## src/rtl/pipe_pkg.sv

```systemverilog
// Shared encodings and constants for the pipeline stall/flush/exception sequencer.
package pipe_pkg;

    typedef enum logic [1:0] {
        RUN      = 2'd0,
        INT_WAIT = 2'd1,
        IN_HDL   = 2'd2
    } pc_state_e;

    localparam logic [31:0] HANDLER_PC = 32'h0000_4180;
    localparam logic [31:0] RESET_PC   = 32'h0000_3000;

    localparam int unsigned MULT_LAT_DEF = 5;
    localparam int unsigned DIV_LAT_DEF  = 10;
    localparam int unsigned CNT_W_DEF    = 4;

    // True when an enabled source register matches a real (non-$0) destination.
    function automatic logic reg_hit(input logic en, input logic [4:0] src,
                                     input logic [4:0] dst);
        return en && (dst != 5'd0) && (src == dst);
    endfunction

endpackage

```

## src/rtl/md_busy_ctr.sv

```systemverilog
// HI/LO unit occupancy counter: loaded on mult/div issue, counts down to idle.
module md_busy_ctr
    import pipe_pkg::*;
#(
    parameter int unsigned MULT_LAT = MULT_LAT_DEF,
    parameter int unsigned DIV_LAT  = DIV_LAT_DEF,
    parameter int unsigned CNT_W    = CNT_W_DEF
) (
    input  logic clk,
    input  logic reset,
    input  logic start,
    input  logic is_div,
    output logic md_busy_c
);

    logic [CNT_W-1:0] cnt_q;
    logic [CNT_W-1:0] cnt_d;

    // A new issue always reloads, so the most recent op defines occupancy.
    always_comb begin
        cnt_d = cnt_q;
        if (start) begin
            cnt_d = is_div ? CNT_W'(DIV_LAT) : CNT_W'(MULT_LAT);
        end else if (cnt_q != '0) begin
            cnt_d = cnt_q - CNT_W'(1);
        end
    end

    always_ff @(posedge clk) begin
        if (reset) begin
            cnt_q <= '0;
        end else begin
            cnt_q <= cnt_d;
        end
    end

    assign md_busy_c = (cnt_q != '0) | start;

endmodule

```

## src/rtl/pipe_ctrl.sv

```systemverilog
// Stall/flush/exception sequencer for the 5-stage pipeline: hazards, HI/LO
// occupancy, interrupt entry and eret redirect.
module pipe_ctrl
    import pipe_pkg::*;
#(
    parameter int unsigned MULT_LAT = MULT_LAT_DEF,
    parameter int unsigned DIV_LAT  = DIV_LAT_DEF,
    parameter int unsigned CNT_W    = CNT_W_DEF
) (
    input  logic       clk,
    input  logic       reset,
    input  logic [4:0] rs_D,
    input  logic [4:0] rt_D,
    input  logic       use_rs_D,
    input  logic       use_rt_D,
    input  logic       br_D,
    input  logic       md_use_D,
    input  logic       eret_D,
    input  logic [4:0] wreg_E,
    input  logic       load_E,
    input  logic       md_start_E,
    input  logic       md_div_E,
    input  logic [4:0] wreg_M,
    input  logic       load_M,
    input  logic       valid_M,
    input  logic       irq,
    output logic       en_pc,
    output logic       en_ifid,
    output logic       flush_idex,
    output logic       IntReq,
    output logic       eret
);

    pc_state_e state_q;
    pc_state_e state_d;

    logic hit_e;
    logic hit_m;
    logic hz_ld;
    logic hz_br;
    logic hz_md;
    logic md_busy;
    logic stall;
    logic int_take;
    logic eret_take;

    md_busy_ctr #(
        .MULT_LAT (MULT_LAT),
        .DIV_LAT  (DIV_LAT),
        .CNT_W    (CNT_W)
    ) u_md (
        .clk       (clk),
        .reset     (reset),
        .start     (md_start_E),
        .is_div    (md_div_E),
        .md_busy_c (md_busy)
    );

    assign hit_e = reg_hit(use_rs_D, rs_D, wreg_E) | reg_hit(use_rt_D, rt_D, wreg_E);
    assign hit_m = reg_hit(use_rs_D, rs_D, wreg_M) | reg_hit(use_rt_D, rt_D, wreg_M);

    // Branches compare in D, so any E producer and an M load are both too late.
    assign hz_ld = load_E & hit_e;
    assign hz_br = br_D & (hit_e | (load_M & hit_m));
    assign hz_md = md_use_D & md_busy;
    assign stall = hz_ld | hz_br | hz_md;

    // Interrupt entry needs a real instruction in M so EPC has something to capture.
    assign int_take  = irq & valid_M & (state_q != IN_HDL);
    assign eret_take = eret_D & ~stall;

    always_comb begin
        state_d    = state_q;
        en_pc      = 1'b1;
        en_ifid    = 1'b1;
        flush_idex = 1'b0;
        IntReq     = 1'b0;
        eret       = 1'b0;
        if (reset) begin
            state_d = RUN;
        end else if (int_take) begin
            IntReq     = 1'b1;
            flush_idex = 1'b1;
            state_d    = IN_HDL;
        end else begin
            if (eret_take) begin
                eret       = 1'b1;
                flush_idex = 1'b1;
            end else if (stall) begin
                en_pc      = 1'b0;
                en_ifid    = 1'b0;
                flush_idex = 1'b1;
            end
            unique case (state_q)
                RUN:      if (irq) state_d = INT_WAIT;
                INT_WAIT: if (!irq) state_d = RUN;
                IN_HDL:   if (eret_take) state_d = RUN;
                default:  state_d = RUN;
            endcase
        end
    end

    always_ff @(posedge clk) begin
        if (reset) begin
            state_q <= RUN;
        end else begin
            state_q <= state_d;
        end
    end

endmodule

```

## config.mk

```make
export PLATFORM = sky130hd
export DESIGN_NAME = pipe_ctrl
export DESIGN_NICKNAME = d
export VERILOG_FILES = /design/src/rtl/pipe_pkg.sv /design/src/rtl/md_busy_ctr.sv /design/src/rtl/pipe_ctrl.sv
export SDC_FILE = /design/constraint.sdc
export NUM_CORES = 1
export LEC_CHECK = 0
export ABC_CLOCK_PERIOD_IN_PS = 1500
export CORE_ASPECT_RATIO = 1.2
export CORE_UTILIZATION = 33
export DETAILED_ROUTE_END_ITERATION = 8
export GPL_TIMING_DRIVEN = 0
export PLACE_DENSITY = 0.85
export SLEW_MARGIN = 20
export SYNTH_ARGS = -nofsm -noshare
export SYNTH_HDL_FRONTEND = slang
export SYNTH_SLANG_ARGS = --single-unit
```

## constraint.sdc

```tcl
create_clock -name clk -period 1.5 [get_ports clk]
set_clock_uncertainty 0.1 [all_clocks]
set_input_delay 0.15 -clock clk [delete_from_list [all_inputs] [get_ports clk]]
set_output_delay 0.15 -clock clk [all_outputs]
set_load 0.01 [all_outputs]
```

==> results of run 1 <==
## how the worst max path moves through the flow
| stage | startpoint | to | slack [ps] | cells past startpoint |
|---|---|---|---|---|
| final | rt_D[3] | en_pc | -330 | 9 |
| after global routing | rt_D[3] | en_pc | -420 | 9 |
| after CTS | u_md.cnt_q[1] | flush_idex | -330 | 7 |
| after detailed placement | wreg_M[1] | en_pc | -1110 | 7 |
| after global placement | wreg_M[1] | en_pc | -1100 | 7 |
| after floorplan | wreg_M[1] | en_pc | -80 | 5 |
## metal layers
layer / routed length (um) / part of all wire (%) / GRT usage (%)
met5: 0 / 0 / 0
met2: 1370 / 60 / 40.3
met4: 36 / 1.6 / 10.9
met1: 744 / 33 / 19.4
met3: 126 / 5.5 / 4.68
## kinds of logic after synthesis
logic type,count (synthesis),share of synthesized area (%)
AOI/OAI and AO/OA,16,16.8
xor gates and xnor gates,22,29.8
DFF,6,18.6
and+or+nand+nor,31,27.5
buffers and inverters,5,3.48
adders and majority gates,2,3.87
## power breakdown
| part | total (mW) | leakage, nW | switching (mW) | internal [mW] |
|---|---|---|---|---|
| combinational | 0.419 | 0.447 | 0.187 | 0.232 |
| clock | 0.147 | 0.0138 | 0.0566 | 0.0904 |
| sequential | 0.199 | 0.0503 | 0.0176 | 0.181 |
## flip-flops by register name, summed over array words and instances (netlist names)
name,count
u_md.cnt_q,4
state_q,2
## what timing repair did
action	in CTS	in global routing
buffers inserted	12	4
endpoints found under the setup margin	8	9
gates resized for setup	99	20
pin swaps	18	8
hold buffers	0	0
cloned	0	0
## cell usage in the layout, fill, tap and decap left out, types with 2 or more instances in the layout
cell / n
buf_4: 17
xnor2_1: 12
clkdlybuf4s50_1: 10
buf_2: 8
nand2_1: 7
xor2_1: 7
nor2_1: 5
a21oi_1: 5
buf_6: 5
dlygate4sd2_1: 5
dfxtp_1: 4
xor2_2: 3
nor3_1: 3
clkbuf_4: 3
buf_8: 3
inv_2: 2
nand4_1: 2
o22ai_2: 2
or4_4: 2
o22a_1: 2
nor2b_1: 2
clkdlybuf4s15_1: 2
dfxtp_2: 2
## per-stage QoR
| step | instance area [um^2] | hold slack, ps | TNS, ps | power (mW) |
|---|---|---|---|---|
| after CTS | 1140 | 173 | -1200 | 0.719 |
| after global placement | 1060 | 304 | -5090 | 0.509 |
| final | 1250 | 173 | -1280 | 0.764 |
| after floorplan | 673 | 129 | -82.9 | 0.366 |
| after global routing | 1250 | 192 | -1930 | 0.808 |
| after detailed placement | 1060 | 313 | -5310 | 0.521 |
## area by class of cell
| cell class | count | area (um^2) | share of cell area (%) |
|---|---|---|---|
| repair buffers | 51 | 438 | 35.1 |
| well taps | 19 | 23.8 | 1.91 |
| flip-flops and latches | 6 | 123 | 9.84 |
| clock buffers | 3 | 22.5 | 1.81 |
| plain buffers | 2 | 15.0 | 1.20 |
| inverters | 3 | 11.3 | 0.904 |
| multi-input cells | 71 | 613 | 49.2 |
==> impl_metrics.csv, run 1 <==
group,metric,value,unit
worst_hold_path,hold_path.class,"in -> reg",
global_route,grt_pass1_vias,879,
worst_setup_path,crit_type,"in -> out",
pwr,ir_worst_vdd,0.000579,V
timing,fmax,548,MHz
floorplanning,start_util,35.0,%
timing,fin_ws,-326,ps
yosys,synth.cell_area,647,um^2
routing,drt_first_pass_iters,4,
timing,fin_crit,1830,ps
worst_setup_path,crit_path_end_kind,"output port",
routing,viasPerCell,5.39,
finish,diodes,0,
global_route,grt_overflow,0,
worst_setup_path,critPathArrivalTime,1580,ps
clock_tree,htree_levels,1,
global_route,grt_pass1_wl,3.46,mm
yosys,synth_cell_types,29,
routing,ant_nets,0,
worst_setup_path,crit_chain,"buf_8, xor2_2, nor4_2, a32oi_2, buf_4, o22ai_2, o21ai_4, buf_6, buf_6",
worst_setup_path,worstSetupStartpointType,"primary input",
floorplanning,num_io_pins,38,
timing,slew_viol_final,0,
yosys,synthCells,82,
yosys,yosysMostFrequentCell,"xnor2_1",
placement,place.gp.congestion,0.809,
placement,hpwl,1.54,mm
clock_tree,clock_latency,250,ps
worst_setup_path,rrSetupSlack,-60,ps
clock_tree,root_buffer,"clkbuf_4",
worst_setup_path,cp_top_family,"buffers and inverters",
yosys,yosys.area.top_type,"dfxtp_1",
worst_hold_path,min_to,"u_md.cnt_q[1]",
floorplanning,die_area,0.00214,mm^2
worst_setup_path,crit_required,1250,ps
routing,drt-wirelength-per-cell,14.7,um
pwr,power_density,613,mW/mm^2
placement,dp_cells,137,
job,cap_viol_max_count,0,
clock_tree,cts.sinks,6,
yosys,ys_seq_elements,6,
placement,portBuffers,36,
global_route,grtUsageTotal,20.7,%
worst_setup_path,crit_fanout,2,
finish,fin_cells,155,
yosys,ys.flop_type,"dfxtp_1",
timing,worst_pin_slew,412,ps
finish,drive_gt1_share,44.1,%
floorplanning,rows,17,
worst_setup_path,cpMostUsedCell,"buf_6",
yosys,synth-edff-count,0,
worst_hold_path,hp-start,"reset",
finish,syn_to_final_growth,92.7,%
run_status,outcome,"finished, violations left",
yosys,syn_nets,117,
routing,drtIter0Drc,8,
worst_setup_path,critical_path.max_stage_delay,310,ps
finish,fin_nets,173,
yosys,synth.avg_cell_area,7.89,um^2
worst_setup_path,reg2reg_to,"u_md.cnt_q[1]",
clock_tree,cts_tree,"yes",
worst_setup_path,worstRegToRegCells,8,
yosys,ys_async_sr_fraction,0,%
finish,utilization,67.3,%
routing,remaining_drc_errors,0,
global_route,antenna_found_initial,0,
routing,vias,835,
yosys,synth_top_area_share,18.6,%
timing,maxSlewHeadroom,72.5,%
worst_setup_path,crit_buf_inv,4,
yosys,synthTopCellsByArea,"dfxtp_1 19%, xnor2_1 16%, xor2_1 14%, nand2_1 4.1%, a21oi_1 3.9%",
worst_setup_path,cp_slowest_cell,"nor4_2",
worst_hold_path,min_path_cells,2,
floorplanning,coreArea,0.00185,mm^2
yosys,yosysWarnings,0,
run_status,violations,"negative setup slack",
finish,fillers,156,
timing,post-route-period-util,122,%
timing,hold_violations,0,
floorplanning,die_y,50.5,um
clock_tree,cts_buffers,3,
worst_setup_path,r2r-start,"u_md.cnt_q[0]",
pwr,p_leak,0.512,nW
global_route,grt_max_degree,10,
timing,rsz0062_at_grt,"true",
placement,post-place-ws,-1110,ps
floorplanning,die_w,42.4,um
clock_tree,clockBufferDepth,2,
yosys,yosys-top-cells-count,"12 x xnor2_1, 10 x xor2_1, 7 x nand2_1, 6 x dfxtp_1, 6 x nor2_1",
routing,wl,2.28,mm
clock_tree,path_clk_slew,40,ps
yosys,ys_seq_area_share,18.6,%
timing,setup_viol,6,
Power figures use the tool's default switching activity.
==> inputs of run 2 (changes only) <==
--- a/config.mk
+++ b/config.mk
@@ -10,7 +10,7 @@
 export CORE_UTILIZATION = 33
 export DETAILED_ROUTE_END_ITERATION = 8
 export GPL_TIMING_DRIVEN = 0
-export PLACE_DENSITY = 0.85
+export PLACE_DENSITY = 0.75
 export SLEW_MARGIN = 20
 export SYNTH_ARGS = -nofsm -noshare
 export SYNTH_HDL_FRONTEND = slang
==> run 2 against run 1 <==
Highest routed layer unchanged. Utilization decreased by 0.068 points. Design area down 0.10%. Power grew 1.8%. Critical path depth decreased by 1. Setup slack worse by 35 ps. Register-to-register slack got worse by 70 ps. Via count shrank 1.2%. Cell count is 0.65% lower. The flow still finishes with violations (negative setup slack). Die area is the same. Global-route usage is 0.58 points higher. Fmax shrank 1.9%. Largest cell class unchanged. Sequential power is essentially flat.
==> impl_metrics.csv, run 2 (synthesis gave the netlist of run 1 again) <==
group,metric,value,unit
run_status,outcome,"finished, violations left",
run_status,violations,"negative setup slack",
timing,post-route-period-util,124,%
clock_tree,cts_buffers,3,
routing,drt_first_pass_iters,4,
global_route,grt_pass1_vias,839,
global_route,grt-busiest-layer,"met2",
floorplanning,die_w,42.4,um
finish,reg_top3,"u_md.cnt_q (4), state_q (2)",
global_route,grt_max_degree,10,
pwr,power.switching,0.271,mW
timing,setup_viol,7,
global_route,antenna_found_initial,0,
worst_setup_path,crit_fanout,3,
clock_tree,cts_tree,"yes",
worst_setup_path,r2r-start,"u_md.cnt_q[1]",
finish,fillers,166,
routing,drtIter0Drc,11,
timing,hold_violations,0,
timing,fin_ws,-361,ps
placement,hpwl,1.49,mm
worst_setup_path,cp-endpoint,"flush_idex",
worst_setup_path,crit_type,"in -> out",
pwr,switching_share,34.9,%
pwr,combinationalPowerShare,54.0,%
timing,worst_pin_slew,490,ps
timing,slew_viol_final,0,
finish,mostFrequentLayoutCells,"12 x xnor2_1, 12 x buf_4, 11 x clkdlybuf4s50_1",
global_route,grtUsageMet2,38.7,%
timing,maxSlewHeadroom,67.3,%
timing,worst_hold_slack,200,ps
pwr,clock_power_share,20.5,%
finish,largest_reg_flops,4,
finish,fin_nets,172,
timing,rsz0062_at_grt,"true",
worst_setup_path,worstSetupStartpointType,"primary input",
routing,remaining_drc_errors,0,
routing,drt-wirelength-per-cell,14.5,um
worst_setup_path,worstRegToRegCells,7,
worst_setup_path,crit_path_end_kind,"output port",
worst_setup_path,crit_required,1250,ps
timing,fin_crit,1860,ps
floorplanning,die_y,50.5,um
floorplanning,rows,17,
timing,fmax,537,MHz
routing,viasPerCell,5.36,
floorplanning,num_io_pins,38,
pwr,power_density,625,mW/mm^2
worst_hold_path,hold_path.class,"in -> reg",
routing,ant_nets,0,
global_route,grt_overflow,0,
pwr,p_int,0.507,mW
clock_tree,clock_latency,260,ps
pwr,ir_worst_vdd,0.000588,V
pwr,p_leak,0.510,nW
floorplanning,start_util,35.0,%
placement,portBuffers,36,
clock_tree,cts.sinks,6,
finish,diodes,0,
floorplanning,coreArea,0.00185,mm^2
clock_tree,htree_levels,1,
global_route,grtUsageTotal,21.3,%
placement,post-place-ws,-1140,ps
routing,wl,2.23,mm
finish,syn_to_final_growth,92.5,%
worst_setup_path,critPathArrivalTime,1610,ps
clock_tree,clockBufferDepth,2,
worst_setup_path,rrSetupSlack,-130,ps
routing,vias,825,
global_route,met3_usage,3.96,%
pwr,seq_power_share,25.5,%
worst_setup_path,reg2reg_to,"u_md.cnt_q[2]",
finish,top_register,"u_md.cnt_q",
clock_tree,root_buffer,"clkbuf_4",
clock_tree,path_clk_slew,50,ps
floorplanning,die_area,0.00214,mm^2
worst_setup_path,critical_path.startpoint,"wreg_M[4]",
placement,place.gp.congestion,0.955,
finish,drive_gt1_share,42.2,%
job,cap_viol_max_count,0,
global_route,grt_pass1_wl,3.42,mm
global_route,use_met1,21.4,%
run 2: layer usage:
| metal | routed length [um] | share of wire, % |
|---|---|---|
| met5 | 0 | 0 |
| met4 | 86 | 3.9 |
| met3 | 146 | 6.5 |
| met2 | 1160 | 52 |
| met1 | 845 | 38 |
run 2: layout make-up:
class	instances	area [um^2]	area share, %
multi-input combinational	71	622	49.9
timing repair buffer	50	432	34.7
sequential	6	123	9.85
tap	19	23.8	1.91
clock buffer	3	22.5	1.81
buffer	2	11.3	0.905
inverter	3	11.3	0.905
run 2: repair_timing:
item                                    CTS  global route
gates cloned                              0             0
buffers inserted                         13             1
hold endpoints to repair                  0             0
resized for setup                        88            15
pin swaps                                13            10
endpoints found under the setup margin    7            10
hold buffers                              0             0
run 2: power groups by stage:
| stage | sequential (mW) | combinational [mW] | clock [mW] |
|---|---|---|---|
| global placement | 0.199 | 0.313 | 0 |
| detailed placement | 0.200 | 0.318 | 0 |
| finish | 0.198 | 0.420 | 0.160 |
| CTS | 0.198 | 0.378 | 0.166 |
| floorplan | 0.196 | 0.170 | 0 |
| global route | 0.200 | 0.453 | 0.170 |
run 2: critical path, cell delays in order:
cell and delay (ps):
clkdlybuf4s15_2 210, or4_1 410, o211ai_1 190, buf_4 170
buf_6 80, o22a_1 150, a31oi_1 80, buf_2 160
run 2: how the worst min path moves through the flow:
| stage | endpoint | slack [ps] | depth (start not counted) | start |
|---|---|---|---|---|
| floorplan | state_q[0] | 130 | 1 | valid_M |
| CTS | u_md.cnt_q[1] | 150 | 2 | reset |
| finish | u_md.cnt_q[1] | 200 | 2 | reset |
| detailed placement | state_q[0] | 310 | 1 | state_q[1] |
| global placement | state_q[0] | 310 | 1 | state_q[1] |
| global route | u_md.cnt_q[1] | 230 | 2 | reset |
run 2: stage by stage:
| stage | utilization (%) | area (um^2) | cells | TNS (ps) | total power [mW] |
|---|---|---|---|---|---|
| 2_1_floorplan | - | 673 | 82 | -82.9 | 0.366 |
| 3_3_place_gp | 57.1 | 1060 | 137 | -5190 | 0.511 |
| 3_5_place_dp | 57.1 | 1060 | 137 | -5450 | 0.518 |
| 4_1_cts | 64.0 | 1180 | 153 | -1380 | 0.742 |
| 5_1_grt | 67.3 | 1240 | 154 | -2000 | 0.824 |
| 6_report | 67.3 | 1240 | 154 | -1530 | 0.778 |
